File: config.mk
export PLATFORM = sky130hd
export DESIGN_NAME = mem_port_arbiter
export DESIGN_NICKNAME = d
export VERILOG_FILES = /design/src/rtl/risc_v_pkg.sv /design/src/rtl/arb_starve_cnt.sv /design/src/rtl/mem_port_arbiter.sv
export SDC_FILE = /design/constraint.sdc
export NUM_CORES = 1
export LEC_CHECK = 0
export CAP_MARGIN = 20
export CELL_PAD_IN_SITES_DETAIL_PLACEMENT = 1
export CELL_PAD_IN_SITES_GLOBAL_PLACEMENT = 2
export CORE_ASPECT_RATIO = 2
export CORE_UTILIZATION = 10
export CTS_CLUSTER_DIAMETER = 40
export DETAILED_ROUTE_END_ITERATION = 10
export PLACE_DENSITY_LB_ADDON = 0.05
export SLEW_MARGIN = 10
export SYNTH_ARGS = -nofsm -noshare
export SYNTH_HDL_FRONTEND = slang
export SYNTH_SLANG_ARGS = --single-unit
File: constraint.sdc
create_clock -name clk_i -period 2.39 [get_ports clk_i]
set_input_delay 0.239 -clock clk_i [delete_from_list [all_inputs] [get_ports clk_i]]
set_output_delay 0.239 -clock clk_i [all_outputs]
set_load 0.01 [all_outputs]
File: src/rtl/risc_v_pkg.sv
// risc_v_pkg: response FSM state enum and data width shared by the memory port arbiter
package risc_v_pkg;
  localparam int DataWidth = 32;
  typedef enum logic [1:0] {IDLE, RESP_IF, RESP_D} resp_state_e;
endpackage

File: src/rtl/arb_starve_cnt.sv
// arb_starve_cnt: saturating count of denied fetch cycles; wait_i counts, clear_i zeroes, sat_o flags MaxStarve
module arb_starve_cnt #(
  parameter int MaxStarve = 4
) (
  input  logic clk_i,
  input  logic rst_ni,
  input  logic wait_i,
  input  logic clear_i,
  output logic sat_o
);
  localparam int CW = $clog2(MaxStarve + 1);
  logic [CW-1:0] cnt;
  assign sat_o = cnt == CW'(MaxStarve);
  always_ff @(posedge clk_i or negedge rst_ni)
    if (!rst_ni) cnt <= '0;
    else if (clear_i) cnt <= '0;
    else if (wait_i && !sat_o) cnt <= cnt + 1'b1;
endmodule

File: src/rtl/mem_port_arbiter.sv
// mem_port_arbiter: shares one memory port between fetch (if_*) and load/store (d_*) with starvation override; mem_* is the shared port, stall_o flags any ungranted request
module mem_port_arbiter
  import risc_v_pkg::*;
#(
  parameter int AddressWidth = 10,
  parameter int MaxStarve = 4
) (
  input  logic                    clk_i,
  input  logic                    rst_ni,
  input  logic                    if_req_i,
  input  logic [AddressWidth-1:0] if_addr_i,
  output logic                    if_gnt_o,
  output logic                    if_rvalid_o,
  output logic [DataWidth-1:0]    if_rdata_o,
  input  logic                    d_req_i,
  input  logic                    d_we_i,
  input  logic [3:0]              d_be_i,
  input  logic [AddressWidth-1:0] d_addr_i,
  input  logic [DataWidth-1:0]    d_wdata_i,
  output logic                    d_gnt_o,
  output logic                    d_rvalid_o,
  output logic [DataWidth-1:0]    d_rdata_o,
  output logic                    mem_en_o,
  output logic                    mem_we_o,
  output logic [3:0]              mem_be_o,
  output logic [AddressWidth-1:0] mem_addr_o,
  output logic [DataWidth-1:0]    mem_wdata_o,
  input  logic [DataWidth-1:0]    mem_rdata_i,
  output logic                    stall_o
);
  resp_state_e state_q, state_d;
  logic we_q, sat;
  arb_starve_cnt #(.MaxStarve(MaxStarve)) u_starve (
    .clk_i   (clk_i),
    .rst_ni  (rst_ni),
    .wait_i  (if_req_i & ~if_gnt_o),
    .clear_i (if_gnt_o | ~if_req_i),
    .sat_o   (sat)
  );
  always_ff @(posedge clk_i or negedge rst_ni)
    if (!rst_ni) begin
      state_q <= IDLE;
      we_q <= 1'b0;
    end else begin
      state_q <= state_d;
      we_q <= d_gnt_o & d_we_i;
    end
  // Grants are gated by rst_ni so the port goes quiet the instant reset asserts.
  always_comb begin
    d_gnt_o = rst_ni & d_req_i & ~(if_req_i & sat);
    if_gnt_o = rst_ni & if_req_i & ~d_gnt_o;
    state_d = if_gnt_o ? RESP_IF : d_gnt_o ? RESP_D : IDLE;
    mem_en_o = if_gnt_o | d_gnt_o;
    mem_we_o = d_gnt_o & d_we_i;
    mem_be_o = d_gnt_o ? d_be_i : 4'b0;
    mem_addr_o = d_gnt_o ? d_addr_i : if_addr_i;
    mem_wdata_o = d_gnt_o ? d_wdata_i : '0;
    stall_o = (if_req_i & ~if_gnt_o) | (d_req_i & ~d_gnt_o);
    if_rvalid_o = state_q == RESP_IF;
    d_rvalid_o = state_q == RESP_D;
    if_rdata_o = if_rvalid_o ? mem_rdata_i : '0;
    d_rdata_o = d_rvalid_o && !we_q ? mem_rdata_i : '0;
  end
endmodule

==> key figures, run 1 <==
Run status
  – Status: finished clean

Route
  – Initial DRC count: 10
  – DR vias: 1858
  – Vias/cell: 3.69
  – Post-route ant nets: 0
  – Wire per inst: 13.5 µm
  – Total wire length: 6.77 mm
  – Drt pass-1 iters: 3
  – Drc violations: 0

Setup path
  – FF-to-FF setup slack: 940 ps
  – CP required: 2150 ps
  – Crit path max fanout: 14
  – CP peak stage delay: 480 ps
  – Setup Crit Path Kind: reg2out
  – Critical Path End Type: output pin
  – CP startpoint kind: flop
  – Critical Path AT: 2100 ps
  – Top delay family on crit path: buffers and inverters
  – Cells along the critical path: inv_1, ha_2, a31oi_4, buf_4, mux2_2, clkdlybuf4s50_1
  – Crit path buf inv count: 3
  – Slowest CP cell: clkdlybuf4s50_1

Power
  – Sw Share: 24.8%
  – Clock Power Share: 30.8%
  – Sequential power share: 12.9%
  – Peak VDD IR: 0.249 mV
  – Internal power: 0.000644 W
  – Net Sw Power: 0.000212 W
  – Logic gate share of total power: 56.3%
  – Leak: 1.41 nW
  – Pwr dens: 244 mW/mm²

Yosys
  – Mapped Area: 0.00113 mm²
  – Share of the synthesized area in the top cell type: 55.9%
  – Post-synth EDFFs: 0
  – Most frequent cell after synthesis: and2_1
  – Syn Inst Count: 155
  – Largest cells by area after synthesis: and2_1 (56%), dfrtp_1 (13%), mux2_2 (10%)
  – Flops & latches, synth: 6
  – Count of cell types in the netlist: 19
  – Syn avg cell area: 7.29 µm²
  – Seq/Total Area, Yosys: 13.3%
  – Mapped Nets: 250
  – Asr flop ratio synth: 100%
  – Post-synth top cells: and2_1 (101), mux2_2 (10), clkbuf_1 (7)
  – Main synth FF type: dfrtp_1
  – YS warnings: 0
  – Cell accounting for the most synthesized area: and2_1

CTS
  – CTS sink cnt: 6
  – Clock Pin Slew Worst Setup and Hold Paths: 30 ps
  – Post-CTS Setup Bufs: 0
  – CTS tree: yes
  – CTS Buffer Depth: 2
  – Hold buffers post-CTS: 0
  – Clk Latency, worst-skew pair: 220 ps
  – CTS Buf Count: 3
  – Htree depth: 1
  – CTS root buf: clkbuf_16

Global routing
  – Overflow after GRT: 0
  – Number of global-route vias before repair: 1934
  – All-Layer GR Usage: 11.1%
  – Antenna violations before repair: 0
  – Largest net degree at the start of global routing: 37
  – First-pass GRT wire length: 10.2 mm

Place
  – Placed cells: 500
  – Dpl hpwl: 5.95 mm
  – Placer Congestion: 0.739
  – Port bufs: 209
  – Post-DP Area: 0.00340 mm²

Final layout
  – Multi-input gate area: 912 µm²
  – P&R area growth vs syn: 210%
  – Design Area, Final: 0.00350 mm²
  – Post-Layout Cell Count: 503
  – Ant. Diodes: 0
  – Reg area: 150 µm²
  – # fillers: 1306
  – Post-layout nets: 460
  – Share of cells above drive strength 1: 6.06%

Timing
  – Hold WS: 336 ps
  – Setup Viol. Count Final: 0
  – Post-layout minimum cycle time: 2340 ps
  – Pin slew with the least headroom to its limit: 277 ps
  – Worst slew margin: 81.5%
  – Fmax: 427 MHz
  – Fin. Hold Viols: 0
  – Final worst path period share: 98.0%
  – Final slew viol count: 0
  – Setup tns final: 0 ps
  – Skew final: 0.362 ps
  – RSZ-0062 raised after global routing: yes

Floorplanning
  – DIE WIDTH: 77.2 µm
  – Initial Util: 10.3%
  – I/O Pins: 210
  – Row Count: 54
  – Core area: 0.0109 mm²
  – Full die area: 0.0118 mm²
  – DIE HEIGHT: 152 µm

Min path
  – HP Class: in2async

Flow run
  – Max-cap viol count: 0
## sequential cells by signal (all words and copies together), names as in the netlist
register and cells:
u_starve.cnt 3, state_q 2, we_q 1
## per-stage QoR
| stage | total power [W] | setup slack, ps | util, % |
|---|---|---|---|
| floorplan | 0.000259 | 777 | - |
| global placement | 0.000606 | 109 | 31.1 |
| detailed placement | 0.000605 | 100 | 31.1 |
| CTS | 0.000874 | 12.4 | 31.8 |
| global route | 0.000903 | -64.9 | 32.0 |
| finish | 0.000856 | 48.5 | 32.0 |
## layout make-up
cell class | instances | share of cell area (%)
clock buffer | 3 | 2.14
inverter | 3 | 0.321
multi-input combinational | 135 | 26.0
sequential | 6 | 4.29
tap | 140 | 5.00
timing repair buffer | 216 | 62.2
## logic make-up (layout without fill, tap and decap cells)
logic type | count (synthesis) | after routing | synth area share [%]
AO/OA/AOI/OAI | 7 | 7 | 5.65
flip-flops | 6 | 6 | 13.3
adder cells (fa/ha/maj) | 3 | 3 | 3.10
buffers and inverters | 14 | 222 | 6.20
multiplexers | 10 | 10 | 9.97
AND/OR/NAND/NOR | 115 | 115 | 61.8
## worst paths after layout
path	from	to	cells past startpoint
min in group clk_i	d_we_i	we_q	2
worst min-delay path	rst_ni	u_starve.cnt[0]	2
worst max-delay path	u_starve.cnt[0]	mem_addr_o[8]	6
worst max register to register	u_starve.cnt[0]	u_starve.cnt[1]	5
worst min register to register	u_starve.cnt[0]	u_starve.cnt[0]	3
max in group asynchronous	rst_ni	we_q	2
## power by group through the flow
stage               Clock [W]  Sequential (W)  Combinational (W)
floorplan                   0        0.000111           0.000148
global placement            0        0.000112           0.000494
detailed placement          0        0.000112           0.000493
CTS                  0.000267        0.000111           0.000496
global route         0.000273        0.000112           0.000518
finish               0.000263        0.000111           0.000482
## metal layers
layer / part of all wire (%) / up-vias / GRT usage (%)
li1: - / 892 / -
met1: 31 / 817 / 9.62
met2: 56 / 145 / 23.1
met3: 12 / 4 / 4.19
met4: 0.61 / 0 / 1.62
met5: 0 / - / 0
## cells in the final DEF, fill, tap and decap left out, drive strengths merged
cell type | synthesis | final
a211oi | 1 | 1
buf | 4 | 7
clkdlybuf4s50 | 0 | 200
nor2b | 2 | 2
ha | 2 | 2
maj3 | 1 | 1
dlymetal6s2s | 0 | 9
mux2 | 10 | 10
nor2 | 4 | 4
a31oi | 1 | 1
and2 | 101 | 101
and2b | 1 | 1
a21boi | 2 | 2
o211ai | 2 | 2
dfrtp | 6 | 6
nand2 | 5 | 5
o21ai | 1 | 1
or3 | 2 | 2
inv | 3 | 3
clkbuf | 7 | 3
## what timing repair did
item	4_1_cts	5_1_grt
pin swaps	0	0
cloned	0	0
gates resized for setup	1	9
setup endpoints to repair	10	10
endpoints found under the hold margin	0	0
No activity file was read; power rests on OpenSTA's default activity.
==> run 2: changes to the inputs <==
Settings changed: ABC_AREA from default to 1.
==> key figures, run 2 <==
Power
  – Total Power: 0.000943 W
  – Net Sw Power: 0.000286 W
  – Clock Power Share: 28.9%
  – Sequential power share: 12.1%
  – Leak: 1.77 nW
  – Peak VDD IR: 0.196 mV
  – Sw Share: 30.3%
  – Internal power: 0.000658 W
  – Logic gate share of total power: 59.0%
  – Pwr dens: 261 mW/mm²

Global routing
  – Met2 GRT Util: 23.4%
  – GR Util met1: 9.53%
  – Largest net degree at the start of global routing: 33
  – GRT Max-Usage Layer: met2
  – All-Layer GR Usage: 11.2%
  – Number of global-route vias before repair: 2165
  – First-pass GRT wire length: 11.1 mm
  – M3 GR Usage: 3.09%
  – Overflow after GRT: 0
  – Antenna violations before repair: 0

Yosys
  – Post-synth EDFFs: 0
  – Count of cell types in the netlist: 16
  – Syn avg cell area: 4.86 µm²
  – Share of the synthesized area in the top cell type: 29.1%
  – Syn Inst Count: 255
  – Flops & latches, synth: 6
  – Asr flop ratio synth: 100%
  – Mapped Area: 0.00124 mm²
  – Seq/Total Area, Yosys: 12.1%
  – Largest cells by area after synthesis: nor2_1 (29%), inv_1 (25%), dfrtp_1 (12%)
  – Mapped Nets: 350
  – Main synth FF type: dfrtp_1
  – Post-synth top cells: nor2_1 (96), inv_1 (81), nand2_1 (40)
  – Cell accounting for the most synthesized area: nor2_1
  – YS warnings: 0
  – Most frequent cell after synthesis: nor2_1

Final layout
  – Commonest non-fill, non-tap cells in the layout: clkdlybuf4s50_1 (207), nor2_1 (96), inv_1 (81), nand2_1 (40), nor2_4 (10)
  – Top Registers: u_starve.cnt (3), state_q (2), we_q (1)
  – Share of cells above drive strength 1: 5.39%
  – Max FFs per register: 3
  – Post-Layout Cell Count: 611
  – Ant. Diodes: 0
  – Design Area, Final: 0.00362 mm²
  – Post-layout nets: 561
  – Top reg by flops: u_starve.cnt
  – Commonest non-fill, non-tap cell in the layout: clkdlybuf4s50_1
  – P&R area growth vs syn: 192%

Min path
  – HP Class: in2async

Setup path
  – Slowest CP cell: clkdlybuf4s50_1
  – CP startpoint kind: flop
  – R2R Path End: we_q
  – Top delay family on crit path: buffers and inverters
  – Reg-to-Reg Start: u_starve.cnt[0]
  – Critical Path End Type: output pin
  – Worst-case reg-to-reg path depth: 6
  – Critical Path AT: 2050 ps
  – CP dominant cell by count: buf_12
  – FF-to-FF setup slack: 1100 ps
  – CP peak stage delay: 540 ps
  – Crit path max fanout: 17
  – CP required: 2150 ps
  – Cells along the critical path: inv_1, ha_1, nand3_2, nand2_4, buf_12, buf_12, nor2_4, clkdlybuf4s50_1
  – Setup Crit Path Kind: reg2out
  – Crit path buf inv count: 4

Timing
  – Skew final: 1.55 ps
  – Pin slew with the least headroom to its limit: 367 ps
  – Post-layout minimum cycle time: 2290 ps
  – RSZ-0062 raised after global routing: no
  – Final worst path period share: 95.7%
  – Fmax: 437 MHz
  – Hold WS: 327 ps
  – Fin. Hold Viols: 0
  – Setup tns final: 0 ps
  – Final slew viol count: 0
  – Setup Viol. Count Final: 0
  – Worst slew margin: 75.5%

Floorplanning
  – Initial Util: 10.2%
  – I/O Pins: 210
  – DIE WIDTH: 80.7 µm
  – Row Count: 57
  – DIE HEIGHT: 159 µm
  – Full die area: 0.0129 mm²
  – Core area: 0.0121 mm²

CTS
  – Hold buffers post-CTS: 0
  – Clk Latency, worst-skew pair: 230 ps
  – CTS root buf: clkbuf_16
  – Clock Pin Slew Worst Setup and Hold Paths: 30 ps
  – CTS Buffer Depth: 2
  – CTS Buf Count: 3
  – Htree depth: 1
  – CTS sink cnt: 6
  – CTS tree: yes

Place
  – Placer Congestion: 0.694
  – Placed cells: 607
  – Port bufs: 209
  – Post-DP Area: 0.00352 mm²
  – Dpl hpwl: 6.33 mm

Route
  – DR vias: 2212
  – Drc violations: 0
  – Drt pass-1 iters: 3
  – Wire per inst: 12.1 µm
  – Post-route ant nets: 0
  – Initial DRC count: 26
  – Vias/cell: 3.62
  – Total wire length: 7.39 mm

Flow run
  – Max-cap viol count: 0

Run status
  – Status: finished clean
-- run 2: changes by cell type after synthesis, moves of 10 or more --
cell	change
mux2_2	-10
nand2_1	+35
and2_1	-101
nor2_1	+92
nor2_4	+10
inv_1	+78
-- run 2: worst max-delay path by stage --
stage / startpoint / endpoint / depth (start not counted)
3_3_place_gp: d_req_i / mem_addr_o[6] / 8
6_report: u_starve.cnt[0] / mem_wdata_o[28] / 8
4_1_cts: u_starve.cnt[0] / mem_addr_o[4] / 9
2_1_floorplan: u_starve.cnt[0] / mem_wdata_o[21] / 7
5_1_grt: u_starve.cnt[0] / mem_wdata_o[25] / 8
3_5_place_dp: d_req_i / mem_addr_o[6] / 8
-- run 2: worst reg2reg max path, delay by kind of cell, from the launching register on --
family,cells,cell delay [ps]
buffers and inverters,2,240
adders and majority gates,1,200
DFF,1,390
and+or+nand+nor,3,340
-- run 2: metal layers --
metal  vias to the layer above  part of all wire (%)
met5                         -                     0
li1                       1096                     -
met2                       130                    58
met4                         0                   1.1
met1                       981                    30
met3                         5                    11
-- run 2: layout make-up --
type / count / area [µm²]
fillers: 1543 / 8500
clock buffers: 3 / 75.1
flip-flops and latches: 6 / 150
multi-input cells: 155 / 702
inverters: 82 / 308
well taps: 147 / 184
repair buffers: 218 / 2200
-- run 2: cells by family after synthesis --
| kind of cell | after synthesis | share of synthesized area (%) |
|---|---|---|
| simple gates | 149 | 52.1 |
| buf+inv | 94 | 31.6 |
| flops | 6 | 12.1 |
| compound gates | 3 | 1.41 |
| fa+ha+maj | 2 | 2.02 |
| xor+xnor | 1 | 0.707 |
-- run 2: power groups by stage --
stage               Sequential [W]  Clock, W  Combinational, W
finish                    0.000114  0.000273          0.000557
CTS                       0.000115  0.000281          0.000566
global placement          0.000115         0          0.000558
detailed placement        0.000116         0          0.000562
global route              0.000115  0.000284          0.000609
floorplan                 0.000114         0          0.000192
-- run 2: metrics by stage --
stage / setup WS, ps / utilization [%]
2_1_floorplan: 993 / -
3_3_place_gp: 145 / 29.0
3_5_place_dp: 145 / 29.0
4_1_cts: 1.96 / 29.6
5_1_grt: 21.4 / 29.9
6_report: 103 / 29.9
-- run 2: timing repair --
item                                    in CTS  in global routing
endpoints found under the setup margin       1                 19
gates resized for setup                      1                  5
setup buffers                                0                  1
